--- config.mk ---
export PLATFORM = sky130hd
export DESIGN_NAME = dff_err_readout_master
export DESIGN_NICKNAME = d
export VERILOG_FILES = /design/src/rtl/dff_err_readout_master.sv
export SDC_FILE = /design/constraint.sdc
export NUM_CORES = 1
export LEC_CHECK = 0
export ABC_AREA = 1
export BUFFER_PORTS_ARGS = -buffer_cell sky130_fd_sc_hd__buf_2
export CAP_MARGIN = 40
export CELL_PAD_IN_SITES_DETAIL_PLACEMENT = 2
export CELL_PAD_IN_SITES_GLOBAL_PLACEMENT = 2
export CORE_MARGIN = 2
export CORE_UTILIZATION = 34
export CTS_CLUSTER_DIAMETER = 80
export CTS_CLUSTER_SIZE = 24
export DETAILED_ROUTE_END_ITERATION = 6
export GPL_ROUTABILITY_DRIVEN = 0
export PLACE_DENSITY_LB_ADDON = 0.1
export SYNTH_ARGS = -nofsm -noshare
export SYNTH_HDL_FRONTEND = slang
export SYNTH_SLANG_ARGS = --single-unit
--- constraint.sdc ---
create_clock -name CLK -period 4.7 [get_ports CLK]
set_clock_uncertainty 0.2 [all_clocks]
set_input_delay 0.235 -clock CLK [delete_from_list [all_inputs] [get_ports CLK]]
set_output_delay 0.235 -clock CLK [all_outputs]
set_load 0.02 [all_outputs]
--- src/rtl/dff_err_readout_master.sv ---
// Link master for the error-count serial readout: pulses save_data, clocks out a
// frame of NUM_WORDS x WORD_W bits on data_clk and deserialises the returned bits.
module dff_err_readout_master #(
  parameter int unsigned WORD_W      = 16,
  parameter int unsigned NUM_WORDS   = 20,
  parameter int unsigned CLK_DIV     = 8,
  parameter int unsigned SAVE_CYCLES = 4
) (
  input  logic              CLK,
  input  logic              RST,
  input  logic              start,
  input  logic              data_in,
  output logic              save_data,
  output logic              data_clk,
  output logic              busy,
  output logic              word_valid,
  output logic [WORD_W-1:0] word_data,
  output logic [4:0]        word_idx,
  output logic              done,
  output logic [15:0]       frame_count
);

  localparam int unsigned BIT_W   = (WORD_W > 1) ? $clog2(WORD_W) : 1;
  localparam int unsigned CNT_MAX = (CLK_DIV > SAVE_CYCLES) ? CLK_DIV : SAVE_CYCLES;
  localparam int unsigned CNT_W   = (CNT_MAX > 1) ? $clog2(CNT_MAX) : 1;

  typedef enum logic [2:0] {
    S_IDLE,
    S_SAVE,
    S_LOW,
    S_HIGH,
    S_DONE
  } state_t;

  state_t            state_q, state_d;
  logic [CNT_W-1:0]  cnt_q, cnt_d;
  logic [BIT_W-1:0]  bit_q, bit_d;
  logic [4:0]        word_q, word_d;
  logic [WORD_W-1:0] sr_q, sr_d;
  logic              din_meta_q, din_s_q;
  logic              save_data_q, save_data_d;
  logic              data_clk_q, data_clk_d;
  logic              busy_q, busy_d;
  logic              word_valid_q, word_valid_d;
  logic [WORD_W-1:0] word_data_q, word_data_d;
  logic [4:0]        word_idx_q, word_idx_d;
  logic              done_q, done_d;
  logic [15:0]       frame_count_q, frame_count_d;

  // Next-state, datapath and registered-output computation
  always_comb begin
    state_d       = state_q;
    cnt_d         = cnt_q;
    bit_d         = bit_q;
    word_d        = word_q;
    sr_d          = sr_q;
    word_valid_d  = 1'b0;
    word_data_d   = word_data_q;
    word_idx_d    = word_idx_q;
    frame_count_d = frame_count_q;

    case (state_q)
      S_IDLE: begin
        cnt_d = '0;
        if (start) state_d = S_SAVE;
      end
      S_SAVE: begin
        if (cnt_q == CNT_W'(SAVE_CYCLES - 1)) begin
          cnt_d   = '0;
          state_d = S_LOW;
        end else begin
          cnt_d = cnt_q + CNT_W'(1);
        end
      end
      S_LOW: begin
        if (cnt_q == CNT_W'(CLK_DIV - 1)) begin
          // Sample at the end of the low phase, just before the slave advances
          sr_d    = {sr_q[WORD_W-2:0], din_s_q};
          cnt_d   = '0;
          state_d = S_HIGH;
          if (bit_q == BIT_W'(WORD_W - 1)) begin
            word_valid_d = 1'b1;
            word_data_d  = sr_d;
            word_idx_d   = word_q;
          end
        end else begin
          cnt_d = cnt_q + CNT_W'(1);
        end
      end
      S_HIGH: begin
        if (cnt_q == CNT_W'(CLK_DIV - 1)) begin
          cnt_d   = '0;
          state_d = S_LOW;
          if (bit_q == BIT_W'(WORD_W - 1)) begin
            bit_d = '0;
            if (word_q == 5'(NUM_WORDS - 1)) begin
              state_d       = S_DONE;
              frame_count_d = frame_count_q + 16'd1;
            end else begin
              word_d = word_q + 5'd1;
            end
          end else begin
            bit_d = bit_q + BIT_W'(1);
          end
        end else begin
          cnt_d = cnt_q + CNT_W'(1);
        end
      end
      S_DONE: begin
        state_d = S_IDLE;
        cnt_d   = '0;
        bit_d   = '0;
        word_d  = '0;
      end
      default: state_d = S_IDLE;
    endcase

    save_data_d = (state_d == S_SAVE);
    data_clk_d  = (state_d == S_HIGH);
    busy_d      = (state_d != S_IDLE);
    done_d      = (state_d == S_DONE);
  end

  always_ff @(posedge CLK) begin
    if (RST) begin
      state_q       <= S_IDLE;
      cnt_q         <= '0;
      bit_q         <= '0;
      word_q        <= '0;
      sr_q          <= '0;
      din_meta_q    <= 1'b0;
      din_s_q       <= 1'b0;
      save_data_q   <= 1'b0;
      data_clk_q    <= 1'b0;
      busy_q        <= 1'b0;
      word_valid_q  <= 1'b0;
      word_data_q   <= '0;
      word_idx_q    <= '0;
      done_q        <= 1'b0;
      frame_count_q <= '0;
    end else begin
      state_q       <= state_d;
      cnt_q         <= cnt_d;
      bit_q         <= bit_d;
      word_q        <= word_d;
      sr_q          <= sr_d;
      din_meta_q    <= data_in;
      din_s_q       <= din_meta_q;
      save_data_q   <= save_data_d;
      data_clk_q    <= data_clk_d;
      busy_q        <= busy_d;
      word_valid_q  <= word_valid_d;
      word_data_q   <= word_data_d;
      word_idx_q    <= word_idx_d;
      done_q        <= done_d;
      frame_count_q <= frame_count_d;
    end
  end

  assign save_data   = save_data_q;
  assign data_clk    = data_clk_q;
  assign busy        = busy_q;
  assign word_valid  = word_valid_q;
  assign word_data   = word_data_q;
  assign word_idx    = word_idx_q;
  assign done        = done_q;
  assign frame_count = frame_count_q;

endmodule
# After elaboration in Yosys (flattened, before gate mapping)
# Index checks and enable logic that the tools add are counted.
# word_totals
wordCells,65
reg_bits,74
inputBits,4
output_inout_bits,42
# classes
muxes,18
eq_ne,14
bitwise_logic,2
n_reduce_logical,12
n_addsub,4
# ops
operator,n
3-bit 2-to-1 mux,8
16-bit by 1-bit adder with 16-bit output (second input constant),1
5-bit 2-to-1 mux,3
3-bit by 2-bit == test with 1-bit output (second input constant),4
3-bit one-hot mux with 4 select lines,1
5-bit one-hot mux with 2 select lines,1
3-bit == test (second input constant),3
3-bit one-hot mux with 3 select lines,1
4-bit 2-to-1 mux,2
4-bit one-hot mux with 2 select lines,1
4-bit AND reduction,2
3-bit by 1-bit == test with 1-bit output (second input constant),2
2-bit != test (second input constant),3
3-bit nonzero test,2
5-bit by 1-bit adder with 5-bit output (second input constant),1
5-bit == test (second input constant),1
4-bit by 1-bit adder with 4-bit output (second input constant),1
4-bit == test (second input constant),1
2-bit AND reduction,2
2-bit OR reduction,2
3-bit by 1-bit adder with 3-bit output (second input constant),1
3-bit logical NOT,1
3-bit AND reduction,1
3-bit OR reduction,1
3 further kinds,4

# Depth between registers and ports, before layout
# depth
depth_word,6
depth_mapped,10
mapped_depth_nobuf,10

# Worst setup path after synthesis
# Ideal clock, no wire load.
# synth_timing
kind,reg-to-reg
startpoint,register cnt_q[0]
endpoint,register word_data_q[10] (netlist: word_data[10])
path_buffers,1
setup_slack_ns,2.853
path_stages_with_launch,11
setup_time_ns,0.116
required_time_ns,4.384
t_arrival_ns,1.531
synth_period_minus_slack_ns,1.847
cell_sequence,dfxtp_1 -> ha_1 -> ha_1 -> inv_2 -> nor2_4 -> inv_1 -> nor2_4 -> inv_2 -> buf_2 -> nor2_1 -> nor2_1
# synth_between
elab_chain_len,2
# synth_lines
item,line_no,rtl
start: declaration,36,"logic [CNT_W-1:0] cnt_q, cnt_d;"
start signal: assignment,143,cnt_q <= cnt_d;
3-bit == test,76,if (cnt_q == CNT_W'(CLK_DIV - 1)) begin
3-bit AND reduction (no line),n/a,
end signal: assignment,153,word_data_q <= word_data_d;
end: declaration,45,"logic [WORD_W-1:0] word_data_q, word_data_d;"
# Every way passes these cells.
# A chain may end at the register's enable or synchronous reset.

# Final worst setup path
# layout_timing
startpoint,register cnt_q[0]
endpoint,register word_data_q[2] (netlist: word_data[2])
# Same word-level chain as after synthesis.

==> summary.md <==
| Metric | Value |
|---|---|
| Run status | completed |
| Die Footprint | 10140 µm² |
| GRT overflow | 0 |
| Fraction of layout cells with a size suffix above 1 | around 18% |
| Slew HR | roughly 54% |
| Max cap viols | 0 |
| # DRC | 0 |
| #FFs+latches synth | 74 |
| Final Non-Filler Cells | 595 |
| Crit Path Category | reg -> reg |
| Final Hold Fails | 0 |
| Worst Setup End Kind | register |
| IO Pins | 46 |
| Yosys Warn Count | 0 |
| CTS HTree Levels | 3 |
| Number of global-route vias before repair | 3130 |
| Fillers | 1111 |
| Final HPWL DP | 6490 µm |
| Slew @ Worst Pin | about 0.69 ns |
| Vias post-DR | 2977 |
| N_diodes | 0 |
| Vias per cell | between 5 and 6 |
| Placed Instances | ~580 |
| Syn avg cell area | 7.328 µm² |
| Core Box Area | around 9000 µm² |
| Final slew viol count | 0 |
| Post-synth EDFFs | 0 |
| Syn Inst Count | 434 |
| DRT Wirelength | roughly 9000 µm |
| Initial Util | 34.75% |
| Num CTS Buffers | 9 |
| Synth-to-Final Area Change | 15.22% |
| Worst Path Arrival | 2.47 ns |
| Tot GR Track Use | 19.18% |
| Pwr Density | 305.3 nW/µm² |
| CP Max Fanout | 22 |
| Longest Clk Path Bufs | 2 |
| Critical Path RT | 4.74 ns |
| CP startpoint kind | register |
| Nets | 490 |
| RSZ-0062 raised after global routing | false |
| LEAKAGE | 1.638 nW |
| IO buf count | 45 |
| Root Driver | clkbuf_8 |
| Final worst slack | 2.271 ns |
| Yosys cell types | 32 |
| TritonCTS Sinks | 74 |
| Die Width | 100.7 µm |
| FP Rows | 35 |
| Post-CTS setup buffers | 0 |
| First-pass GRT wire length | 15470 µm |
| Hold Crit Class | in -> reg |
| Wire length per cell | about 15 µm |
| CTS resizes | 0 |
| Initial DRC Count | 62 |
| Final worst path period need | ~2.4 ns |
| Initial antenna violation count | 0 |
| Drt pass-1 iters | 4 |
| Final TNS setup | 0 ns |
| Syn Nets | between 400 and 500 |
| Fmax | about 0.41 GHz |
| Sequential area share after synthesis | between 40% and 50% |
| Clock transition at the registers of the reported paths | 0.08 ns |
| DRT antenna net count | 0 |
| Total power | 0.001119 W |
| Clock tree from TritonCTS | yes |
| Dpl ws | about 2.2 ns |
| Final period util | 51.69% |
| Worst vdd ir | 0.1400 mV |
| Commonest register cell after synthesis | dfxtp_1 |
| Final number of setup-violating endpoints | 0 |
| Pin count of the biggest net entering global routing | 28 |
| Die Y-Extent | 100.7 µm |
| Post-Syn Area | 3181 µm² |
| Worst skew pair latency | approximately 0.35 ns |
| Post-synth ARST share | 0% |
-- through the flow --
step / hold WS, ns / instance area, µm² / util (%)
after floorplan: 0.1420 / 3181 / -
after global placement: 0.2054 / 3485 / 38.07
after detailed placement: 0.2201 / 3485 / 38.07
after CTS: 0.1232 / 3665 / 40.04
after global routing: 0.1540 / 3665 / 40.04
final: 0.1248 / 3665 / 40.04
-- final timing paths --
| check | start | endpoint | slack [ns] | cells past startpoint |
|---|---|---|---|---|
| max | cnt_q[0] | word_data[2] | 2.27 | 9 |
| min reg2reg | din_meta_q | din_s_q | 0.23 | 2 |
| max reg2reg | cnt_q[0] | word_data[2] | 2.27 | 9 |
| min | start | state_q[0] | 0.12 | 5 |
-- layout make-up --
| type | instances | area [µm²] | area share [%] |
|---|---|---|---|
| tap | 111 | 138.9 | 3.790 |
| timing repair buffer | 47 | 242.7 | 6.623 |
| sequential | 74 | 1481 | 40.42 |
| multi-input combinational | 306 | 1478 | 40.32 |
| clock buffer | 9 | 123.9 | 3.380 |
| inverter | 41 | 153.9 | 4.199 |
| clock inverter | 7 | 46.29 | 1.263 |
-- sequential cells by signal, indices dropped and copies added (netlist names), 3 cells and up --
signal       flops
frame_count     16
word_data       16
sr_q            15
word_idx         5
word_q           5
bit_q            4
cnt_q            3
state_q          3
-- worst max-delay path, stage by stage (launching register included) --
cell	delay (ns)
dfxtp_1	0.36
ha_1	0.21
ha_1	0.32
inv_2	0.08
nor2_4	0.16
inv_1	0.09
nor2_4	0.39
inv_2	0.28
nor2_1	0.18
nor2_1	0.06
-- synth_stat cells, types with 3 or more instances --
library cell | instances | area share, %
nor2_1 | 96 | 11
dfxtp_1 | 74 | 47
nand2_1 | 74 | 8.7
o21ai_0 | 39 | 6.1
inv_1 | 33 | 3.9
a21oi_1 | 28 | 4.4
nand3_1 | 26 | 4.1
inv_2 | 8 | 0.94
ha_1 | 7 | 2.8
clkbuf_1 | 6 | 0.71
nand3_2 | 5 | 1.6
nand4_1 | 4 | 0.79
nor2_4 | 4 | 1.4
nor2_2 | 3 | 0.59
o21ai_1 | 3 | 0.47
xnor2_1 | 3 | 0.83
-- timing repair --
| item | CTS | global route |
|---|---|---|
| hold buffers | 1 | 0 |
| setup endpoints to repair | 0 | 0 |
| hold endpoints to repair | 1 | 0 |
-- cells in the final DEF (no fill, tap or decap) --
master / count
nor2_1: 96
nand2_1: 74
dfxtp_1: 74
buf_2: 45
o21ai_0: 39
inv_1: 33
a21oi_1: 28
nand3_1: 26
clkbuf_8: 9
inv_2: 8
ha_1: 7
nand3_2: 5
nor2_4: 4
nand4_1: 4
nor2_2: 3
o21ai_1: 3
xnor2_1: 3
clkinvlp_4: 3
clkinv_2: 3
nand2_4: 2
xor2_1: 2
nor3_1: 2
nor4_1: 1
nand3b_1: 1
nand2_2: 1
o211ai_1: 1
and3_1: 1
o21bai_1: 1
a21boi_0: 1
o21a_1: 1
clkinv_4: 1
dlygate4sd3_1: 1
buf_4: 1
-- cells by family after synthesis --
family | share of synthesized area (%)
adders and majority gates | 2.754
xor gates and xnor gates | 1.377
AOI/OAI and AO/OA | 11.96
buffers and inverters | 6.963
DFF | 46.58
and+or+nand+nor | 30.37
-- power breakdown --
group / internal (W) / total (W) / switching, W
logic: 0.0000124 / 0.0000406 / 0.0000282
registers: 0.000632 / 0.000636 / 0.00000357
clock network: 0.000189 / 0.000443 / 0.000253
total: 0.000834 / 0.00112 / 0.000285
-- per-layer routing --
| layer | routed length, µm | part of all wire, % | track usage (%) |
|---|---|---|---|
| met1 | 4110 | 46 | 24.27 |
| met2 | 4477 | 50 | 33.13 |
| met3 | 224 | 2.5 | 3.745 |
| met4 | 146 | 1.6 | 5.374 |
| met5 | 0 | 0 | 0 |
Note: power is estimated with default switching activity, not from simulation.
